`src/rtl/cpu_pkg.sv`:
```
// Shared datapath definitions for the IITB CPU: program-counter width and address type.
package cpu_pkg;

  localparam int PC_WIDTH = 6;

  typedef logic [PC_WIDTH-1:0] addr_t;

endpackage

```
`src/rtl/pc_adder.sv`:
```
// Ripple-carry adder computing a + b + cin modulo 2^WIDTH; the final carry out is dropped.
module pc_adder #(
  parameter int WIDTH = 6
) (
  input  logic [WIDTH-1:0] a,
  input  logic [WIDTH-1:0] b,
  input  logic             cin,
  output logic [WIDTH-1:0] sum
);

  // carry[i] is the carry into bit i; no carry is generated out of the top bit.
  logic [WIDTH-1:0] carry;

  assign carry[0] = cin;

  for (genvar i = 0; i < WIDTH; i++) begin : g_bit
    assign sum[i] = a[i] ^ b[i] ^ carry[i];
    if (i < WIDTH - 1) begin : g_carry
      assign carry[i+1] = (a[i] & b[i]) | (carry[i] & (a[i] ^ b[i]));
    end
  end

endmodule

```
`src/rtl/program_counter.sv`:
```
// Program-counter register: loads A0+1 (c2=1) or A0+A1+1 (c2=0) when c3=1, else holds.
module program_counter
  import cpu_pkg::*;
#(
  parameter int WIDTH = PC_WIDTH
) (
  input  logic             clk,
  input  logic             rst_n,
  input  logic [WIDTH-1:0] A0,
  input  logic [WIDTH-1:0] A1,
  input  logic             c2,
  input  logic             c3,
  output logic [WIDTH-1:0] Y
);

  logic [WIDTH-1:0] b0;
  logic [WIDTH-1:0] b1;
  logic [WIDTH-1:0] b_sel;

  pc_adder #(.WIDTH(WIDTH)) u_seq_adder (
    .a   (A0),
    .b   ('0),
    .cin (1'b1),
    .sum (b0)
  );

  pc_adder #(.WIDTH(WIDTH)) u_branch_adder (
    .a   (A0),
    .b   (A1),
    .cin (1'b1),
    .sum (b1)
  );

  assign b_sel = c2 ? b0 : b1;

  // Y is not fed back here; the caller closes the loop by driving A0 from Y.
  always_ff @(posedge clk or negedge rst_n) begin
    if (!rst_n) begin
      Y <= '0;
    end else if (c3) begin
      Y <= b_sel;
    end
  end

endmodule

```
`config.mk`:
```
export PLATFORM = sky130hd
export DESIGN_NAME = program_counter
export DESIGN_NICKNAME = d
export VERILOG_FILES = /design/src/rtl/cpu_pkg.sv /design/src/rtl/pc_adder.sv /design/src/rtl/program_counter.sv
export SDC_FILE = /design/constraint.sdc
export NUM_CORES = 1
export LEC_CHECK = 0
export BUFFER_PORTS_ARGS = -buffer_cell sky130_fd_sc_hd__buf_4
export CAP_MARGIN = 20
export CORE_AREA = 3 3 40 42
export DETAILED_ROUTE_END_ITERATION = 16
export DIE_AREA = 0 0 43 45
export GPL_ROUTABILITY_DRIVEN = 0
export GPL_TIMING_DRIVEN = 0
export PLACE_DENSITY_LB_ADDON = 0.12
export SYNTH_ARGS = -nofsm -noshare
export SYNTH_HDL_FRONTEND = slang
export SYNTH_SLANG_ARGS = --single-unit
```
`constraint.sdc`:
```
create_clock -name clk -period 1.15 [get_ports clk]
set_clock_uncertainty 0.05 [all_clocks]
set_input_delay 0.1725 -clock clk [delete_from_list [all_inputs] [get_ports clk]]
set_output_delay 0.1725 -clock clk [all_outputs]
set_load 0.03 [all_outputs]
```
==> results of run 1 <==
-- final cells by class --
class,count,area [sq um],area share [%]
inverters,8,47.5,6.30
flip-flops and latches,6,150,19.9
multi-input cells,30,323,42.8
clock buffers,3,22.5,2.99
repair buffers,21,176,23.4
well taps,15,18.8,2.49
plain buffers,2,16.3,2.16
-- power groups by stage --
stage,logic (mW),registers [mW],clock network (mW)
3_5_place_dp,0.326,0.265,0
3_3_place_gp,0.323,0.266,0
2_1_floorplan,0.125,0.332,0
4_1_cts,0.339,0.262,0.195
6_report,0.334,0.262,0.183
5_1_grt,0.366,0.267,0.203
-- kinds of logic (layout without fill, tap and decap cells) --
group	count (synthesis)	after routing
buffers and inverters	10	34
adder cells (fa/ha/maj)	9	9
AO/OA/AOI/OAI	7	7
AND/OR/NAND/NOR	7	7
multiplexers	6	6
flip-flops	6	6
XOR/XNOR	1	1
-- timing repair --
action / 4_1_cts / 5_1_grt
hold buffers: 1 / 0
setup endpoints to repair: 4 / 4
setup buffers: 1 / 0
pin swaps: 7 / 3
resized for setup: 4 / 0
endpoints found under the hold margin: 6 / 0
-- stage by stage --
step,power [mW],instance area (sq um)
4_1_cts,0.797,754
6_report,0.779,754
3_5_place_dp,0.590,698
3_3_place_gp,0.588,698
2_1_floorplan,0.457,537
5_1_grt,0.836,754
-- layer usage --
layer  share of wire, %  global-route usage [%]
met2                 48                    18.3
met5                  0                       0
met1                 45                    15.8
met3                6.7                   0.398
met4                  0                    5.42
-- layout by cell type, fill, tap and decap left out, types with 2 or more instances in the layout --
cell      synthesis  layout
fa_2              0       4
dfrtp_1           6       6
a21oi_1           3       3
ha_1              5       4
nand2_1           2       2
mux2i_1           4       4
inv_2             0       3
clkbuf_4          0       3
buf_6             1       2
mux2_2            2       2
inv_1             8       3
buf_4             0      18
nor2_1            4       4
-- how the worst min path moves through the flow --
stage	end	slack, ns
CTS	Y[5]$_DFFE_PN0P_	0.17
global route	Y[5]$_DFFE_PN0P_	0.19
floorplan	Y[0]$_DFFE_PN0P_	-0.17
finish	Y[5]$_DFFE_PN0P_	0.17
global placement	Y[0]$_DFFE_PN0P_	-0.07
detailed placement	Y[4]$_DFFE_PN0P_	-0.07
-- critical path, stage by stage --
cell,delay (ns)
buf_12,0.11
inv_12,0.04
ha_4,0.11
inv_2,0.03
fa_2,0.33
inv_2,0.06
fa_2,0.18
inv_2,0.04
fa_2,0.33
fa_2,0.36
xnor2_2,0.15
a211o_1,0.25
a31oi_1,0.14
==> run_results.csv, run 1 <==
group,metric,value,unit
status,status,"finished, violations left",
status,violations,"negative setup slack",
pwr,p_seq_share,33.6,%
worst_hold_path,hold_depth,3,
sta,hold_viol_final,0,
pwr,pwr_density_cell,1030,nW/um^2
logic_synthesis,synthAdderAreaFrac,29.2,%
logic_synthesis,synth-xor-area-share,1.79,%
cells_and_area,fill_cells,111,
pwr,ir_drop,0.839,mV
route,first_iter_violations,3,
logic_synthesis,avgSynthCellArea,10.6,sq um
route,ant_nets,0,
placed_design,preCtsSetupSlack,-1.44,ns
cells_and_area,drive_gt1_share,55.7,%
worst_setup_path,r2r_cells,1,
route,avgRoutedWirePerCell,10.9,um
logic_synthesis,synth_most_common_cell,"inv_1",
worst_setup_path,worst_setup_path_end_kind,"flop",
sta,fin_crit,2.22,ns
worst_hold_path,worstHoldStart,"A0[5]",
logic_synthesis,synth_top_cells_by_count,"8 x inv_1, 6 x dfrtp_1, 5 x ha_1",
logic_synthesis,synth_area_leaders,"dfrtp_1 31%, fa_1 16%, ha_1 13%",
worst_setup_path,crit_end,"Y[5]$_DFFE_PN0P_",
die,die_area,1940,sq um
worst_setup_path,crit_path_start,"A0[0]",
sta,period_share,193,%
worst_hold_path,hold_class,"primary input to flop",
clock_network,clock_latency,0.24,ns
sta,fin_ws,-1.07,ns
cells_and_area,n_antenna_cell,0,
clock_network,htree_levels,1,
logic_synthesis,yosys.area.top_type,"dfrtp_1",
clock_network,cts_buffers,3,
pwr,intPower,0.523,mW
global_route,grt_overflow,0,
worst_setup_path,critical_path_class,"primary input to flop",
worst_setup_path,startpoint_type,"primary input",
logic_synthesis,yosys_warnings,0,
clock_network,path_clk_slew,0.04,ns
logic_synthesis,async_flop_share,100,%
logic_synthesis,synth_compound_area_share,8.70,%
route,drtPass1Iterations,2,
sta,tns,-2.81,ns
flow_run,maxCapViolCount,0,
clock_network,cts_tree,"done",
sta,whs,0.168,ns
cells_and_area,largestRegisters,"Y x6",
clock_network,root_buffer,"clkbuf_4",
worst_setup_path,reg2reg_from,"Y[2]$_DFFE_PN0P_",
logic_synthesis,netlist_instances,46,
sta,rsz0062_at_grt,"yes",
die,fp.coreArea,1280,sq um
logic_synthesis,syn_nets,71,
sta,setup_violations,4,
logic_synthesis,yosysSeqAreaShare,30.7,%
global_route,grt_max_degree,11,
sta,drv_slew,0,
pwr,power_switching,0.256,mW
route,route.final.wire_length,928,um
logic_synthesis,synth_top_cell_area_share,30.7,%
global_route,grt_pass1_vias,418,
placed_design,io_buffer_count,19,
logic_synthesis,synth-edff-count,0,
die,start_util,38.1,%
worst_setup_path,rrSetupSlack,0.35,ns
die,floorplan.die.width,43,um
route,viasPerCell,4.62,
clock_network,clock-sinks,6,
pwr,clockPowerShare,23.5,%
worst_setup_path,cp.required,1.25,ns
worst_setup_path,path_max_fanout,2,
global_route,grt_pass1_wl,1.68,mm
clock_network,ctsLongestPathBuffers,2,
logic_synthesis,synth-seq-cells,6,
worst_setup_path,worstPathArrival,2.32,ns
pwr,power_switching_share,32.8,%
logic_synthesis,yosysUniqueCellTypes,17,
cells_and_area,synthToLayoutAreaGrowth,54.2,%
pwr,p_comb_share,42.8,%
die,die_height,45,um
cells_and_area,nets,97,
global_route,grt_usage,11.3,%
logic_synthesis,synth_top_family_by_area,"adder cells",
placed_design,dpl.cell_count,80,
die,std_cell_rows,13,
logic_synthesis,synth_area,489,sq um
global_route,grt_antenna_before_repair,0,
worst_setup_path,r2r_end,"Y[2]$_DFFE_PN0P_",
route,num_vias,393,
pwr,power_leakage,0.373,nW
logic_synthesis,yosys.area_share.simple,7.42,%
die,io_pins,22,
route,drc,0,
sta,worst_pin_slew,0.182,ns
logic_synthesis,muxShareOfSynthArea,12.8,%
cells_and_area,final_core_util,58.7,%
sta,fmax,0.451,GHz
cells_and_area,stdcell_count,85,
cells_and_area,regMostFlops,"Y",
placed_design,hpwl,780,um
sta,relSlewSlack,87.5,%
logic_synthesis,ys.flop_type,"dfrtp_1",
cells_and_area,largest_reg_flops,6,
Note: power is estimated with default switching activity, not from simulation.
==> inputs of run 2 (changes only) <==
Settings changed: PLACE_DENSITY from default to 0.75, PLACE_DENSITY_LB_ADDON 0.12 to default.
==> run 2 against run 1 <==
The run still ends with negative setup slack left. Global-route usage down 0.11 points. Clock power about the same. Final area up 2.0%. Combinational power up 1%. First-iteration DRC count down 67%. Via count up 2.0%. Routed wire length down 1.5%. Register-to-register slack about the same. Sequential power about the same. Non-clock buffer count up 1. Die area unchanged. Critical endpoint unchanged. Largest cell class unchanged.
==> run_results.csv, run 2 (synthesis gave the netlist of run 1 again) <==
group,metric,value,unit
worst_setup_path,r2r_cells,1,
worst_hold_path,hold_depth,3,
route,wl_met3,81,um
worst_setup_path,crit_slowest_cell,"fa_2",
cells_and_area,nets,98,
sta,hold_viol_final,0,
die,floorplan.die.width,43,um
pwr,power_leakage,0.381,nW
global_route,grt_overflow,0,
sta,rsz0062_at_grt,"yes",
route,first_iter_violations,1,
cells_and_area,regArea,150,sq um
clock_network,cts_tree,"done",
die,io_pins,22,
worst_setup_path,worstPathArrival,2.27,ns
route,ant_nets,0,
cells_and_area,final_common_cell,"buf_4",
sta,fin_ws,-1.06,ns
worst_setup_path,critical_path_class,"primary input to flop",
sta,tns,-2.66,ns
die,fp.coreArea,1280,sq um
pwr,power_switching,0.256,mW
cells_and_area,largestRegisters,"Y x6",
route,num_vias,401,
route,avgRoutedWirePerCell,10.6,um
pwr,p_comb_share,43.1,%
route,route.final.wire_length,914,um
pwr,intPower,0.530,mW
route,topRoutingLayerUsed,"met3",
cells_and_area,synthToLayoutAreaGrowth,57.3,%
global_route,grt_pass1_wl,1.66,mm
global_route,grt_usage,11.2,%
worst_setup_path,cp.required,1.21,ns
pwr,pwr_density_cell,1020,nW/um^2
sta,relSlewSlack,90.3,%
route,wl_met2,454,um
route,wirelength_met1,378,um
route,drtPass1Iterations,2,
pwr,power_switching_share,32.6,%
worst_setup_path,crit_chain,"buf_8 > inv_6 > ha_4 > inv_2 > fa_2 > inv_2 > fa_2 > inv_2 > fa_2 > fa_2 > xnor2_2 > buf_4 > o211ai_1 > a31oi_1",
worst_setup_path,cpMostUsedCell,"fa_2",
pwr,p_seq_share,33.4,%
worst_setup_path,path_max_fanout,2,
status,status,"finished, violations left",
cells_and_area,mostFrequentLayoutCells,"19 x buf_4, 6 x dfrtp_1",
worst_setup_path,reg2reg_from,"Y[0]$_DFFE_PN0P_",
clock_network,path_clk_slew,0.04,ns
clock_network,ctsLongestPathBuffers,2,
worst_setup_path,crit_buf_inv,6,
cells_and_area,fill_cells,117,
worst_hold_path,worstHoldStart,"A0[5]",
clock_network,clock_latency,0.23,ns
die,std_cell_rows,13,
die,start_util,38.1,%
cells_and_area,largest_reg_flops,6,
placed_design,hpwl,795,um
sta,period_share,192,%
pwr,ir_drop,0.543,mV
sta,fmax,0.453,GHz
sta,setup_violations,4,
cells_and_area,n_antenna_cell,0,
flow_run,maxCapViolCount,0,
sta,fin_crit,2.21,ns
status,violations,"negative setup slack",
cells_and_area,multi_input_area,327,sq um
route,viasPerCell,4.66,
global_route,grt_pass1_vias,396,
placed_design,io_buffer_count,19,
sta,worst_pin_slew,0.142,ns
sta,drv_slew,0,
clock_network,clock-sinks,6,
clock_network,cts_buffers,3,
worst_setup_path,critPathMaxStageDelay,0.36,ns
route,drc,0,
global_route,grt_max_degree,11,
worst_setup_path,r2r_end,"Y[0]$_DFFE_PN0P_",
worst_hold_path,hold_class,"primary input to flop",
worst_setup_path,startpoint_type,"primary input",
clock_network,htree_levels,1,
pwr,total_power,0.786,mW
global_route,grt_antenna_before_repair,0,
clock_network,root_buffer,"clkbuf_4",
die,die_area,1940,sq um
worst_setup_path,rrSetupSlack,0.35,ns
pwr,clockPowerShare,23.6,%
worst_setup_path,critPathTopFamily,"adder cells",
die,die_height,45,um
worst_hold_path,min_to,"Y[5]$_DFFE_PN0P_",
worst_setup_path,worst_setup_path_end_kind,"flop",
cells_and_area,regMostFlops,"Y",
cells_and_area,drive_gt1_share,57.7,%
==> run 2: per-layer routing <==
metal	global-route usage, %	vias up
li1	-	202
met1	15.7	185
met2	16.8	14
met3	1.99	0
met4	5.42	0
met5	0	-
==> run 2: worst max-delay path by stage <==
stage	end	startpoint	slack [ns]	cells past startpoint
2_1_floorplan	Y[5]$_DFFE_PN0P_	A0[0]	-1.17	12
3_3_place_gp	Y[5]$_DFFE_PN0P_	A0[0]	-1.40	13
3_5_place_dp	Y[5]$_DFFE_PN0P_	A0[0]	-1.44	13
4_1_cts	Y[5]$_DFFE_PN0P_	A1[0]	-1.10	13
5_1_grt	Y[5]$_DFFE_PN0P_	A0[0]	-1.16	14
6_report	Y[5]$_DFFE_PN0P_	A1[0]	-1.06	14
==> run 2: final cells by class <==
| class | count | share of cell area (%) |
|---|---|---|
| sequential | 6 | 19.5 |
| clock buffer | 3 | 2.93 |
| multi-input combinational | 30 | 42.4 |
| buffer | 2 | 2.11 |
| tap | 15 | 2.44 |
| inverter | 8 | 6.18 |
| timing repair buffer | 22 | 24.4 |
==> run 2: power by group through the flow <==
stage	sequential (mW)	combinational (mW)	clock, mW
after floorplan	0.332	0.125	0
after global placement	0.265	0.317	0
after detailed placement	0.266	0.322	0
after CTS	0.263	0.346	0.191
after global routing	0.267	0.372	0.212
final	0.263	0.339	0.185
==> run 2: timing repair <==
item                                    CTS  global route
buffers inserted                          2             0
hold endpoints to repair                  6             0
hold buffers                              1             0
gates resized for setup                   6             0
endpoints found under the setup margin    5             4
pin swaps                                 8             1
==> run 2: per-stage QoR <==
stage	setup WS [ns]	cell area, sq um	hold slack [ns]	utilization [%]	std cells
after floorplan	-1.17	537	-0.173	-	46
after global placement	-1.40	698	-0.0692	54.3	80
after detailed placement	-1.44	698	-0.0665	54.3	80
after CTS	-1.10	769	0.170	59.9	86
after global routing	-1.16	769	0.168	59.9	86
final	-1.06	769	0.160	59.9	86
